### config.mk
export PLATFORM = sky130hd
export DESIGN_NAME = fft_frame_sequencer
export DESIGN_NICKNAME = d
export VERILOG_FILES = /design/src/rtl/fft_pkg.sv /design/src/rtl/fft_frame_buf.sv /design/src/rtl/fft_frame_sequencer.sv
export SDC_FILE = /design/constraint.sdc
export NUM_CORES = 1
export LEC_CHECK = 0
export BUFFER_PORTS_ARGS = -buffer_cell sky130_fd_sc_hd__buf_2
export CAP_MARGIN = 40
export CELL_PAD_IN_SITES_DETAIL_PLACEMENT = 1
export CELL_PAD_IN_SITES_GLOBAL_PLACEMENT = 1
export CORE_MARGIN = 4
export CORE_UTILIZATION = 51
export DETAILED_ROUTE_END_ITERATION = 12
export PLACE_DENSITY_LB_ADDON = 0.1
export SLEW_MARGIN = 20
export SYNTH_ARGS = -nofsm -noshare
export SYNTH_HDL_FRONTEND = slang
export SYNTH_SLANG_ARGS = --single-unit
### constraint.sdc
create_clock -name CLK -period 4.3 [get_ports CLK]
set_clock_uncertainty 0.05 [all_clocks]
set_input_delay 0.215 -clock CLK [delete_from_list [all_inputs] [get_ports CLK]]
set_output_delay 0.215 -clock CLK [all_outputs]
set_load 0.005 [all_outputs]
### src/rtl/fft_pkg.sv
// fft_pkg: shared types and helpers for the FFT frame sequencer
package fft_pkg;
   typedef enum logic [1:0] {IDLE, FILL, RUN, WAIT} seq_state_t;
   // Channel tag width: a single channel still needs a one-bit tag port
   function automatic int ch_width(int n);
      return (n <= 2) ? 1 : $clog2(n);
   endfunction
endpackage

### src/rtl/fft_frame_buf.sv
// fft_frame_buf: frame register file with one write port and a registered read port
module fft_frame_buf #(
   parameter int DATA_W   = 16,
   parameter int N_POINTS = 8
) (
   input  logic                        i_clk,
   input  logic                        i_rst,
   input  logic                        i_wr_en,
   input  logic [$clog2(N_POINTS)-1:0] i_wr_addr,
   input  logic [DATA_W-1:0]           i_wr_data,
   input  logic                        i_rd_en,
   input  logic [$clog2(N_POINTS)-1:0] i_rd_addr,
   output logic [DATA_W-1:0]           o_rd_data
);
   logic [DATA_W-1:0] r_mem [N_POINTS];
   // Sample storage, written as samples are accepted
   always_ff @(posedge i_clk)
      if (i_wr_en) r_mem[i_wr_addr] <= i_wr_data;
   // Read register holds its value whenever no read is issued
   always_ff @(posedge i_clk or posedge i_rst)
      if (i_rst) o_rd_data <= '0;
      else if (i_rd_en) o_rd_data <= r_mem[i_rd_addr];
endmodule

### src/rtl/fft_frame_sequencer.sv
// fft_frame_sequencer: collects one single-channel frame and replays it into the FFT core
module fft_frame_sequencer
   import fft_pkg::*;
#(
   parameter int DATA_W   = 16,
   parameter int N_POINTS = 8,
   parameter int CHANNELS = 2,
   parameter int TIMEOUT  = 64
) (
   input  logic                            CLK,
   input  logic                            RESET,
   input  logic                            in_valid,
   output logic                            in_ready,
   input  logic [ch_width(CHANNELS)-1:0]   in_channel,
   input  logic [DATA_W-1:0]               in_sample,
   output logic                            core_enable,
   output logic [DATA_W-1:0]               core_sample,
   output logic [$clog2(N_POINTS)-1:0]     core_index,
   input  logic                            core_finish,
   output logic                            frame_done,
   output logic [ch_width(CHANNELS)-1:0]   frame_channel,
   output logic                            timeout_err,
   output logic                            mismatch_err
);
   localparam int IDX_W = $clog2(N_POINTS);
   localparam int TO_W  = $clog2(TIMEOUT + 1);
   localparam logic [IDX_W-1:0] LAST_IDX = IDX_W'(N_POINTS - 1);
   seq_state_t       r_state;
   logic [IDX_W-1:0] r_wr_cnt;
   logic [TO_W-1:0]  r_to_cnt;
   logic             w_accept, w_match, w_last, w_wr_en, w_rd_en;
   logic [IDX_W-1:0] w_wr_addr, w_rd_addr;
   assign in_ready  = (r_state == IDLE) || (r_state == FILL);
   assign w_accept  = in_valid && in_ready;
   assign w_match   = in_channel == frame_channel;
   assign w_wr_en   = w_accept && ((r_state == IDLE) || w_match);
   assign w_wr_addr = (r_state == IDLE) ? '0 : r_wr_cnt;
   assign w_last    = (r_state == FILL) && w_accept && w_match && (r_wr_cnt == LAST_IDX);
   // Read address runs one ahead of core_index so core_sample comes out of a register
   assign w_rd_en   = w_last || ((r_state == RUN) && (core_index != LAST_IDX));
   assign w_rd_addr = w_last ? '0 : core_index + IDX_W'(1);
   fft_frame_buf #(.DATA_W(DATA_W), .N_POINTS(N_POINTS)) u_buf (
      .i_clk     (CLK),
      .i_rst     (RESET),
      .i_wr_en   (w_wr_en),
      .i_wr_addr (w_wr_addr),
      .i_wr_data (in_sample),
      .i_rd_en   (w_rd_en),
      .i_rd_addr (w_rd_addr),
      .o_rd_data (core_sample)
   );
   // Frame FSM with registered core strobes and completion/error flags
   always_ff @(posedge CLK or posedge RESET)
      if (RESET) begin
         r_state       <= IDLE;
         r_wr_cnt      <= '0;
         r_to_cnt      <= '0;
         core_enable   <= 1'b0;
         core_index    <= '0;
         frame_done    <= 1'b0;
         frame_channel <= '0;
         timeout_err   <= 1'b0;
         mismatch_err  <= 1'b0;
      end else begin
         frame_done  <= 1'b0;
         timeout_err <= 1'b0;
         case (r_state)
            IDLE: if (w_accept) begin
               frame_channel <= in_channel;
               r_wr_cnt      <= IDX_W'(1);
               r_state       <= FILL;
            end
            FILL: if (w_accept) begin
               if (!w_match) mismatch_err <= 1'b1;
               else if (w_last) begin
                  r_wr_cnt    <= '0;
                  core_enable <= 1'b1;
                  core_index  <= '0;
                  r_state     <= RUN;
               end else r_wr_cnt <= r_wr_cnt + IDX_W'(1);
            end
            RUN: if (core_index == LAST_IDX) begin
               core_enable <= 1'b0;
               r_to_cnt    <= '0;
               r_state     <= WAIT;
            end else core_index <= core_index + IDX_W'(1);
            WAIT: if (core_finish) begin
               frame_done <= 1'b1;
               r_state    <= IDLE;
            end else if (r_to_cnt == TO_W'(TIMEOUT - 1)) begin
               timeout_err <= 1'b1;
               r_state     <= IDLE;
            end else r_to_cnt <= r_to_cnt + TO_W'(1);
            default: r_state <= IDLE;
         endcase
      end
endmodule

==> results of run 1 <==
-- power groups by stage --
stage / sequential (mW) / combinational (mW) / clock [mW]
6_report: 2.11 / 1.91 / 1.48
3_3_place_gp: 2.12 / 1.76 / 0
4_1_cts: 2.11 / 1.93 / 1.52
3_5_place_dp: 2.14 / 1.90 / 0
5_1_grt: 2.13 / 2.11 / 1.59
2_1_floorplan: 2.09 / 1.36 / 0
-- metal layers --
layer | vias to the layer above | wire length (um) | global-route usage (%)
li1 | 1803 | - | -
met1 | 2140 | 6600 | 28.5
met4 | 2 | 178 | 7.47
met5 | - | 13 | 0
met3 | 18 | 697 | 5.17
met2 | 97 | 8530 | 40.0
-- final cells by class --
cell class	count	area [um^2]
flip-flops and latches	164	4750
diodes	1	2.50
multi-input cells	229	1910
clock buffers	21	450
well taps	172	215
inverters	8	30.0
repair buffers	68	434
clock inverters	11	129
fillers	1204	4900
-- worst reg2reg max path: stages (launching register included) --
cell and delay, ps:
dfrtp_2 410, ha_1 490, buf_6 250, buf_4 240, nor2b_1 510, buf_4 330
nand2_1 110, nor2_1 130, a211o_1 110
-- worst max-delay path by stage --
stage,startpoint,endpoint,cells after the start
global placement,core_index[0],u_buf.o_rd_data[2],5
floorplan,r_state[1],u_buf.r_mem[5][0],6
CTS,core_index[0],u_buf.o_rd_data[14],6
detailed placement,core_index[0],u_buf.o_rd_data[9],6
global route,core_index[0],u_buf.o_rd_data[7],8
finish,core_index[0],u_buf.o_rd_data[7],8
-- flip-flops by register name, summed over array words and instances, names as in the netlist --
register / flops
r_wr_cnt: 3
r_to_cnt: 7
u_buf.o_rd_data: 16
timeout_err: 1
frame_done: 1
r_state: 2
core_enable: 1
core_index: 3
mismatch_err: 1
frame_channel: 1
u_buf.r_mem: 128
-- what timing repair did --
action	CTS	global route
hold buffers	4	0
setup endpoints to repair	0	0
endpoints found under the hold margin	46	0
-- cell families (layout without fill, tap and decap cells) --
logic type / Yosys count / in the layout
DFF: 164 / 164
and+or+nand+nor: 102 / 102
AOI/OAI and AO/OA: 76 / 76
muxes: 39 / 39
buffers and inverters: 34 / 108
adders and majority gates: 10 / 10
xor gates and xnor gates: 2 / 2
other: 0 / 1
-- stage by stage --
stage / std cells / hold slack [ps] / utilization (%)
2_1_floorplan: 427 / 264 / -
3_3_place_gp: 633 / 333 / 56.5
3_5_place_dp: 636 / 340 / 56.8
4_1_cts: 672 / 4.79 / 61.6
5_1_grt: 674 / 12.6 / 61.8
6_report: 674 / 25.0 / 61.8
-- cell usage in the layout, fill, tap and decap left out, types with 3 or more instances in the layout --
cell           count
nand2_1           28
mux2_2            19
ha_1              10
edfxtp_1         128
nor2_1            24
nor3_1            19
a211o_1           16
a221oi_1           6
clkbuf_1           3
mux4_2            16
clkinv_4           3
buf_4             15
nand2b_1           5
inv_1              8
a21oi_1            5
dlygate4sd3_1      4
o21ai_0            7
buf_8              3
o31ai_1            4
buf_2             45
o22ai_1           14
nor4_2             3
clkbuf_16         17
a221oi_2          10
nand3_1            7
nor2b_1            3
dfrtp_1           35
or2_2              3
mux2i_1            4
==> flow_metrics.py, run 1 <==
metrics = {
    "run_status": {
        "status": "finished clean",
    },
    "synthesis": {
        "synth-xor-area-share_pct": 0.257,
        "yosysMostFrequentCell": "edfxtp_1",
        "avgSynthCellArea_um2": 15.9,
        "seq_area_frac_synth_pct": 69.7,
        "synth-compound-area-share_pct": 9.43,
        "muxShareOfSynthArea_pct": 9.02,
        "yosysTopAreaCell": "edfxtp_1",
        "synthTopCellsByArea": "edfxtp_1 (56%), dfrtp_1 (13%), mux4_2 (5.3%)",
        "synthCells": 427,
        "synthAdderAreaFrac_pct": 1.84,
        "synth-simple-area-share_pct": 7.00,
        "syn_nets": 458,
        "synth_top_family_by_area": "compound AO/OA/AOI/OAI gates",
        "synth.cell_area_mm2": 0.00681,
        "yosysWarnings": 0,
        "synth_common_cells": "edfxtp_1 (128), dfrtp_1 (36), nand2_1 (28)",
        "synth.top_cell.area_share_pct": 56.5,
        "synth_edf_count": 128,
        "ys_types": 48,
        "ys_ff_latch": 164,
        "async_reset_ff_share_pct": 22.0,
        "synthFlopType": "edfxtp_1",
    },
    "floorplanning": {
        "io_pins": 46,
        "die_x_um": 124,
        "die_area_mm2": 0.0153,
        "initial_core_util_pct": 53.1,
        "core_area_mm2": 0.0128,
        "num_rows": 41,
        "die_height_um": 124,
    },
    "worst_setup_path": {
        "worstPathArrival_ps": 3000,
        "slowest_stage": "nor2b_1",
        "worstSetupStartpointType": "flip-flop",
        "cp_num_buf_inv": 3,
        "timing.rr.end": "u_buf.o_rd_data[7]",
        "reg2reg_from": "core_index[0]",
        "ff2ff_setup_slack_ps": 1610,
        "critPathMaxStageDelay_ps": 510,
        "end_kind": "flip-flop",
        "cpMostUsedCell": "buf_4",
        "cp.required_ps": 4610,
        "critPathMaxFanout": 18,
        "crit_family": "buffers and inverters",
        "path_cells": "ha_1, buf_6, buf_4, nor2b_1, buf_4, nand2_1, nor2_1, a211o_1",
        "r2r_cells": 8,
        "critical_path_class": "flip-flop to flip-flop",
    },
    "sta": {
        "finalCritPeriodShare_pct": 62.5,
        "setup_ws_ps": 1610,
        "finalHoldViolCount": 0,
        "fin_tns_setup_ps": 0,
        "fmax_mhz": 372,
        "setup_viol": 0,
        "report.final.slew_viol_count": 0,
        "worst_pin_slew_ps": 797,
        "maxSlewHeadroom_pct": 46.8,
        "period_needed_ps": 2690,
        "rsz0062_at_grt": "no",
    },
    "pwr": {
        "irDropWorstVdd_uv": 580,
        "switching_share_pct": 33.7,
        "p_seq_share_pct": 38.3,
        "p_int_mw": 3.65,
        "cellPowerDensity_mw_per_mm2": 695,
        "p_comb_share_pct": 34.8,
        "p_sw_mw": 1.86,
        "clock_power_share_pct": 27.0,
        "p_total_mw": 5.51,
        "leakage_nw": 2.84,
    },
    "min_path": {
        "whs_path_depth": 1,
        "hold_path.class": "primary input to flip-flop",
        "hold_start": "in_sample[12]",
        "hold_path_end": "u_buf.r_mem[5][12]",
    },
    "clock_tree": {
        "cts_tree": "built",
        "clk_latency_ps": 420,
        "cts-root-buf": "clkbuf_16",
        "numCtsBuffers": 17,
        "h-tree-depth": 4,
        "clk_pin_slew_worst_paths_ps": 60,
        "clock-sinks": 164,
        "post_cts_resized": 0,
        "cts_setup_buffers": 0,
        "clock_path_buffers": 2,
    },
    "detailed_routing": {
        "avgViaCountPerCell": 6.02,
        "drt-total-wl_um": 16000,
        "drt-pass1-iter-count": 4,
        "vias": 4060,
        "drtIter0Drc": 278,
        "drtAntennaViolNets": 0,
        "drc_errors": 0,
        "wl_per_cell_um": 23.8,
    },
    "placement": {
        "place_area_mm2": 0.00729,
        "dp_slack_ps": 1440,
        "gp_congestion": 0.768,
        "io_buffers": 45,
        "hpwl_um": 9550,
    },
    "finish": {
        "drive_gt1_share_pct": 30.5,
        "syn_to_final_growth_pct": 16.3,
        "finalInstanceArea_mm2": 0.00792,
        "num-nets-final": 519,
    },
    "grt": {
        "antenna_found_initial": 2,
        "grt_pass1_vias": 4488,
        "grt_pass1_wl_um": 25200,
        "overflow": 0,
        "grt_max_degree": 37,
        "gr-usage-all-layers_pct": 23.0,
    },
    "job": {
        "drv_cap": 0,
    },
}
No activity file was read; power rests on OpenSTA's default activity.
==> inputs of run 2 (changes only) <==
--- a/config.mk
+++ b/config.mk
@@ -10,7 +10,7 @@
 export CELL_PAD_IN_SITES_DETAIL_PLACEMENT = 1
 export CELL_PAD_IN_SITES_GLOBAL_PLACEMENT = 1
 export CORE_MARGIN = 4
-export CORE_UTILIZATION = 51
+export CORE_UTILIZATION = 46
 export DETAILED_ROUTE_END_ITERATION = 12
 export PLACE_DENSITY_LB_ADDON = 0.1
 export SLEW_MARGIN = 20
==> constraint.sdc (replaced) <==
create_clock -name CLK -period 2.3 [get_ports CLK]
set_clock_uncertainty 0.05 [all_clocks]
set_input_delay 0.115 -clock CLK [delete_from_list [all_inputs] [get_ports CLK]]
set_output_delay 0.115 -clock CLK [all_outputs]
set_load 0.005 [all_outputs]
==> flow_metrics.py, run 2 (synthesis gave the netlist of run 1 again) <==
metrics = {
    "detailed_routing": {
        "drc_errors": 0,
        "wl_per_cell_um": 22.1,
        "drtAntennaViolNets": 0,
        "drt-pass1-iter-count": 4,
        "drt-total-wl_um": 15800,
        "avgViaCountPerCell": 5.68,
        "drtIter0Drc": 289,
        "vias": 4069,
    },
    "floorplanning": {
        "io_pins": 46,
        "die_x_um": 130,
        "initial_core_util_pct": 46.8,
        "num_rows": 44,
        "die_height_um": 130,
        "core_area_mm2": 0.0145,
        "die_area_mm2": 0.0168,
    },
    "clock_tree": {
        "cts_tree": "built",
        "clock_path_buffers": 2,
        "clk_pin_slew_worst_paths_ps": 60,
        "numCtsBuffers": 17,
        "h-tree-depth": 4,
        "clk_latency_ps": 420,
        "cts-root-buf": "clkbuf_16",
        "clock-sinks": 164,
    },
    "pwr": {
        "leakage_nw": 3.03,
        "cellPowerDensity_mw_per_mm2": 1280,
        "p_int_mw": 7.06,
        "switching_share_pct": 34.3,
        "p_sw_mw": 3.68,
        "irDropWorstVdd_uv": 676,
        "clock_power_share_pct": 25.0,
        "p_comb_share_pct": 38.4,
        "p_seq_share_pct": 36.6,
    },
    "run_status": {
        "status": "finished clean",
    },
    "placement": {
        "gp_congestion": 0.750,
        "hpwl_um": 10200,
        "io_buffers": 45,
    },
    "sta": {
        "setup_viol": 0,
        "fin_tns_setup_ps": 0,
        "finalHoldViolCount": 0,
        "period_needed_ps": 2240,
        "finalCritPeriodShare_pct": 97.2,
        "worst_pin_slew_ps": 782,
        "report.final.slew_viol_count": 0,
        "maxSlewHeadroom_pct": 47.2,
        "rsz0062_at_grt": "no",
        "fmax_mhz": 447,
    },
    "grt": {
        "gr-usage-all-layers_pct": 20.1,
        "antenna_found_initial": 0,
        "overflow": 0,
        "grt_max_degree": 37,
        "grt_pass1_vias": 4476,
        "grt_pass1_wl_um": 24900,
    },
    "worst_setup_path": {
        "end_kind": "flip-flop",
        "reg2reg_from": "core_index[0]",
        "worstPathArrival_ps": 2480,
        "critPathMaxFanout": 17,
        "critical_path_class": "flip-flop to flip-flop",
        "cp.required_ps": 2540,
        "critPathLaunch": "core_index[0]",
        "worstSetupStartpointType": "flip-flop",
    },
    "finish": {
        "final_common_cell": "edfxtp_1",
        "diodes": 0,
        "reg.largest.list": "u_buf.r_mem: 128 flops, u_buf.o_rd_data: 16 flops, r_to_cnt: 7 flops",
        "num-nets-final": 553,
        "layout_common_cells": "edfxtp_1 (128), buf_2 (45), dfrtp_1 (35), buf_4 (30), nand2_1 (28)",
        "max_flop_register": "u_buf.r_mem",
        "drive_gt1_share_pct": 34.5,
        "syn_to_final_growth_pct": 23.2,
        "largest_reg_flops": 128,
        "final_core_util_pct": 57.7,
    },
    "min_path": {
        "hold_path.class": "primary input to flip-flop",
        "hold_start": "in_valid",
    },
    "job": {
        "drv_cap": 0,
    },
}
-- run 2: cell types whose count changed in the layout (fill, tap and decap cells not counted), moves of 5 or more --
cell           previous run  this run
buf_12                    0         8
dlygate4sd3_1             4        19
a221oi_1                  6         0
a221oi_2                 10        15
buf_4                    15        30
-- run 2: worst max-delay path, cell delays in order, from the launching register on --
cell and delay, ps:
dfrtp_2 430, ha_1 370, buf_12 200, buf_4 170, mux4_2 300, o22ai_1 190
nor3_1 100, a211o_1 300
-- run 2: power by group through the flow --
stage	Clock (mW)	Combinational [mW]	Sequential, mW
6_report	2.69	4.12	3.93
3_5_place_dp	0	3.99	3.98
3_3_place_gp	0	3.85	3.95
5_1_grt	2.89	4.50	3.97
2_1_floorplan	0	2.58	3.92
4_1_cts	2.74	4.09	3.92
-- run 2: routing by layer --
metal	vias to the layer above	track usage [%]	wire length (um)
met4	0	5.87	177
met1	2095	26.6	7050
met2	88	33.5	7920
met3	13	4.49	685
li1	1873	-	-
met5	-	0	0
-- run 2: layout make-up --
type,count,area (um^2)
Sequential cell,164,4750
Clock buffer,18,429
Tap cell,184,230
Inverter,8,30.0
Fill cell,1350,6150
Clock inverter,12,124
Multi-Input combinational cell,229,2030
Timing Repair Buffer,102,801
-- run 2: worst paths after layout --
check / end / slack [ps] / cells past startpoint
min in group asynchronous: timeout_err / 320 / 4
min: r_wr_cnt[0] / 30 / 3
max in group asynchronous: core_index[0] / 1460 / 4
max reg2reg: u_buf.o_rd_data[9] / 60 / 7
max: u_buf.o_rd_data[9] / 60 / 7
min reg2reg: mismatch_err / 430 / 1
-- run 2: timing repair --
item / 4_1_cts / 5_1_grt
buffers inserted: 0 / 0
hold buffers: 19 / 0
endpoints found under the hold margin: 167 / 0
setup endpoints to repair: 6 / 24
resized for setup: 4 / 8
-- run 2: metrics by stage --
step	hold WS [ps]	instances	cell area (um^2)	power [mW]	worst slack [ps]
finish	28.7	717	8390	10.7	64.6
global route	46.3	717	8390	11.4	8.76
CTS	3.08	717	8330	10.8	2.17
detailed placement	231	668	7570	7.97	-44.9
global placement	221	668	7570	7.80	62.6
floorplan	164	427	6860	6.50	-330
==> inputs of run 3 (changes only) <==
--- a/config.mk
+++ b/config.mk
@@ -10,9 +10,11 @@
 export CELL_PAD_IN_SITES_DETAIL_PLACEMENT = 1
 export CELL_PAD_IN_SITES_GLOBAL_PLACEMENT = 1
 export CORE_MARGIN = 4
-export CORE_UTILIZATION = 46
+export CORE_UTILIZATION = 35
 export DETAILED_ROUTE_END_ITERATION = 12
+export HOLD_SLACK_MARGIN = 0.02
 export PLACE_DENSITY_LB_ADDON = 0.1
+export SETUP_SLACK_MARGIN = 0.05
 export SLEW_MARGIN = 20
 export SYNTH_ARGS = -nofsm -noshare
 export SYNTH_HDL_FRONTEND = slang
==> flow_metrics.py, run 3 (synthesis gave the netlist of run 1 again) <==
metrics = {
    "run_status": {
        "status": "finished clean",
    },
    "finish": {
        "layout_common_cells": "edfxtp_1 (128), buf_2 (45), dfrtp_1 (35), nand2_1 (28), buf_4 (25)",
        "largest_reg_flops": 128,
        "drive_gt1_share_pct": 35.1,
        "finalInstanceArea_mm2": 0.00856,
        "final_common_cell": "edfxtp_1",
        "reg.largest.list": "u_buf.r_mem: 128 flops, u_buf.o_rd_data: 16 flops, r_to_cnt: 7 flops",
        "max_flop_register": "u_buf.r_mem",
        "num-nets-final": 551,
        "syn_to_final_growth_pct": 25.8,
        "diodes": 0,
    },
    "clock_tree": {
        "clk_pin_slew_worst_paths_ps": 60,
        "numCtsBuffers": 17,
        "clock_path_buffers": 2,
        "h-tree-depth": 4,
        "clk_latency_ps": 420,
        "cts_tree": "built",
        "clock-sinks": 164,
        "cts-root-buf": "clkbuf_16",
    },
    "floorplanning": {
        "initial_core_util_pct": 36.0,
        "io_pins": 46,
        "core_area_mm2": 0.0189,
        "num_rows": 50,
        "die_x_um": 147,
        "die_height_um": 147,
        "die_area_mm2": 0.0217,
    },
    "detailed_routing": {
        "drt-total-wl_um": 16800,
        "drt-pass1-iter-count": 4,
        "vias": 4095,
        "avgViaCountPerCell": 5.16,
        "drtIter0Drc": 181,
        "drc_errors": 0,
        "drtAntennaViolNets": 0,
        "wl_per_cell_um": 21.2,
    },
    "sta": {
        "finalHoldViolCount": 0,
        "worst_pin_slew_ps": 577,
        "report.final.slew_viol_count": 0,
        "maxSlewHeadroom_pct": 61.1,
        "setup_viol": 0,
        "fin_tns_setup_ps": 0,
        "fmax_mhz": 461,
        "period_needed_ps": 2170,
        "rsz0062_at_grt": "no",
        "finalCritPeriodShare_pct": 94.3,
    },
    "grt": {
        "gr-usage-all-layers_pct": 16.1,
        "grt_pass1_vias": 4459,
        "grt_pass1_wl_um": 26500,
        "antenna_found_initial": 0,
        "overflow": 0,
        "grt_max_degree": 37,
    },
    "pwr": {
        "irDropWorstVdd_uv": 780,
        "leakage_nw": 3.05,
        "cellPowerDensity_mw_per_mm2": 1280,
    },
    "worst_setup_path": {
        "r2r_cells": 7,
        "cp.required_ps": 2550,
        "cp_num_buf_inv": 1,
        "timing.rr.end": "u_buf.o_rd_data[6]",
        "end_kind": "flip-flop",
        "slowest_stage": "dfrtp_2",
        "reg2reg_from": "core_index[0]",
        "ff2ff_setup_slack_ps": 130,
        "worstSetupStartpointType": "flip-flop",
        "worstPathArrival_ps": 2420,
        "crit_family": "simple AND/OR/NAND/NOR gates",
        "critPathMaxStageDelay_ps": 430,
        "path_cells": "ha_2, ha_4, or3b_4, buf_6, a221oi_2, nor3_1, a211o_1",
        "critPathMaxFanout": 8,
        "critical_path_class": "flip-flop to flip-flop",
    },
    "placement": {
        "gp_congestion": 0.751,
        "place_area_mm2": 0.00768,
        "hpwl_um": 10400,
        "io_buffers": 45,
    },
    "min_path": {
        "hold_path_end": "r_wr_cnt[2]",
        "whs_path_depth": 3,
        "hold_start": "in_valid",
        "hold_path.class": "primary input to flip-flop",
    },
    "job": {
        "drv_cap": 0,
    },
}
==> run 3: cell types whose count changed in the layout (fill, tap and decap cells not counted), sizes merged <==
cell / delta
clkbuf: +4
clkinvlp: -1
buf: -3
clkinv: +3
inv: -3
==> run 3: tightest hold or removal path: stages <==
cell	delay, ps
buf_2	180
inv_1	110
o31ai_1	80
==> run 3: power breakdown <==
group	total [mW]	switching (mW)	internal [mW]
Clock	2.78	1.21	1.58
Sequential	3.90	0.249	3.65
Combinational	4.28	2.36	1.93
==> run 3: stage by stage <==
stage               utilization [%]  cells  hold slack [ps]  power [mW]  worst slack [ps]
finish                         45.3    793             58.6        11.0               131
global route                   45.3    793             78.9        11.6              67.1
CTS                            44.9    792             32.8        10.9              51.7
detailed placement             40.7    741              248        7.98             -4.98
global placement               40.7    741              229        7.85              76.1
floorplan                         -    427              164        6.59              81.5
==> run 3: timing repair <==
action | CTS | global route
hold endpoints to repair | 168 | 0
setup endpoints to repair | 13 | 16
cloned | 0 | 1
hold buffers | 19 | 0
resized for setup | 6 | 8
buffers inserted | 0 | 0
==> run 3: worst max-delay path by stage <==
stage	start	to	slack (ps)	cells past startpoint
global placement	core_index[0]	u_buf.o_rd_data[2]	80	7
CTS	core_index[0]	u_buf.o_rd_data[6]	50	7
global route	core_index[0]	u_buf.o_rd_data[6]	70	7
floorplan	r_state[1]	u_buf.r_mem[5][0]	80	6
detailed placement	core_index[0]	u_buf.o_rd_data[4]	-5	7
finish	core_index[0]	u_buf.o_rd_data[6]	130	7
==> run 3: cell type report <==
| type | count | area (um^2) |
|---|---|---|
| clock buffer | 21 | 460 |
| fill | 1882 | 10300 |
| timing repair buffer | 100 | 815 |
| inverter | 8 | 30.0 |
| multi-input combinational | 229 | 2070 |
| clock inverter | 11 | 118 |
| sequential | 164 | 4750 |
| tap | 260 | 325 |
==> run 3: layer usage <==
layer | share of wire (%) | global-route usage (%) | routed length [um]
met4 | 0.74 | 4.33 | 125
met2 | 49 | 26.4 | 8260
met5 | 0 | 0 | 0
met3 | 2.9 | 3.68 | 491
met1 | 47 | 21.7 | 7950
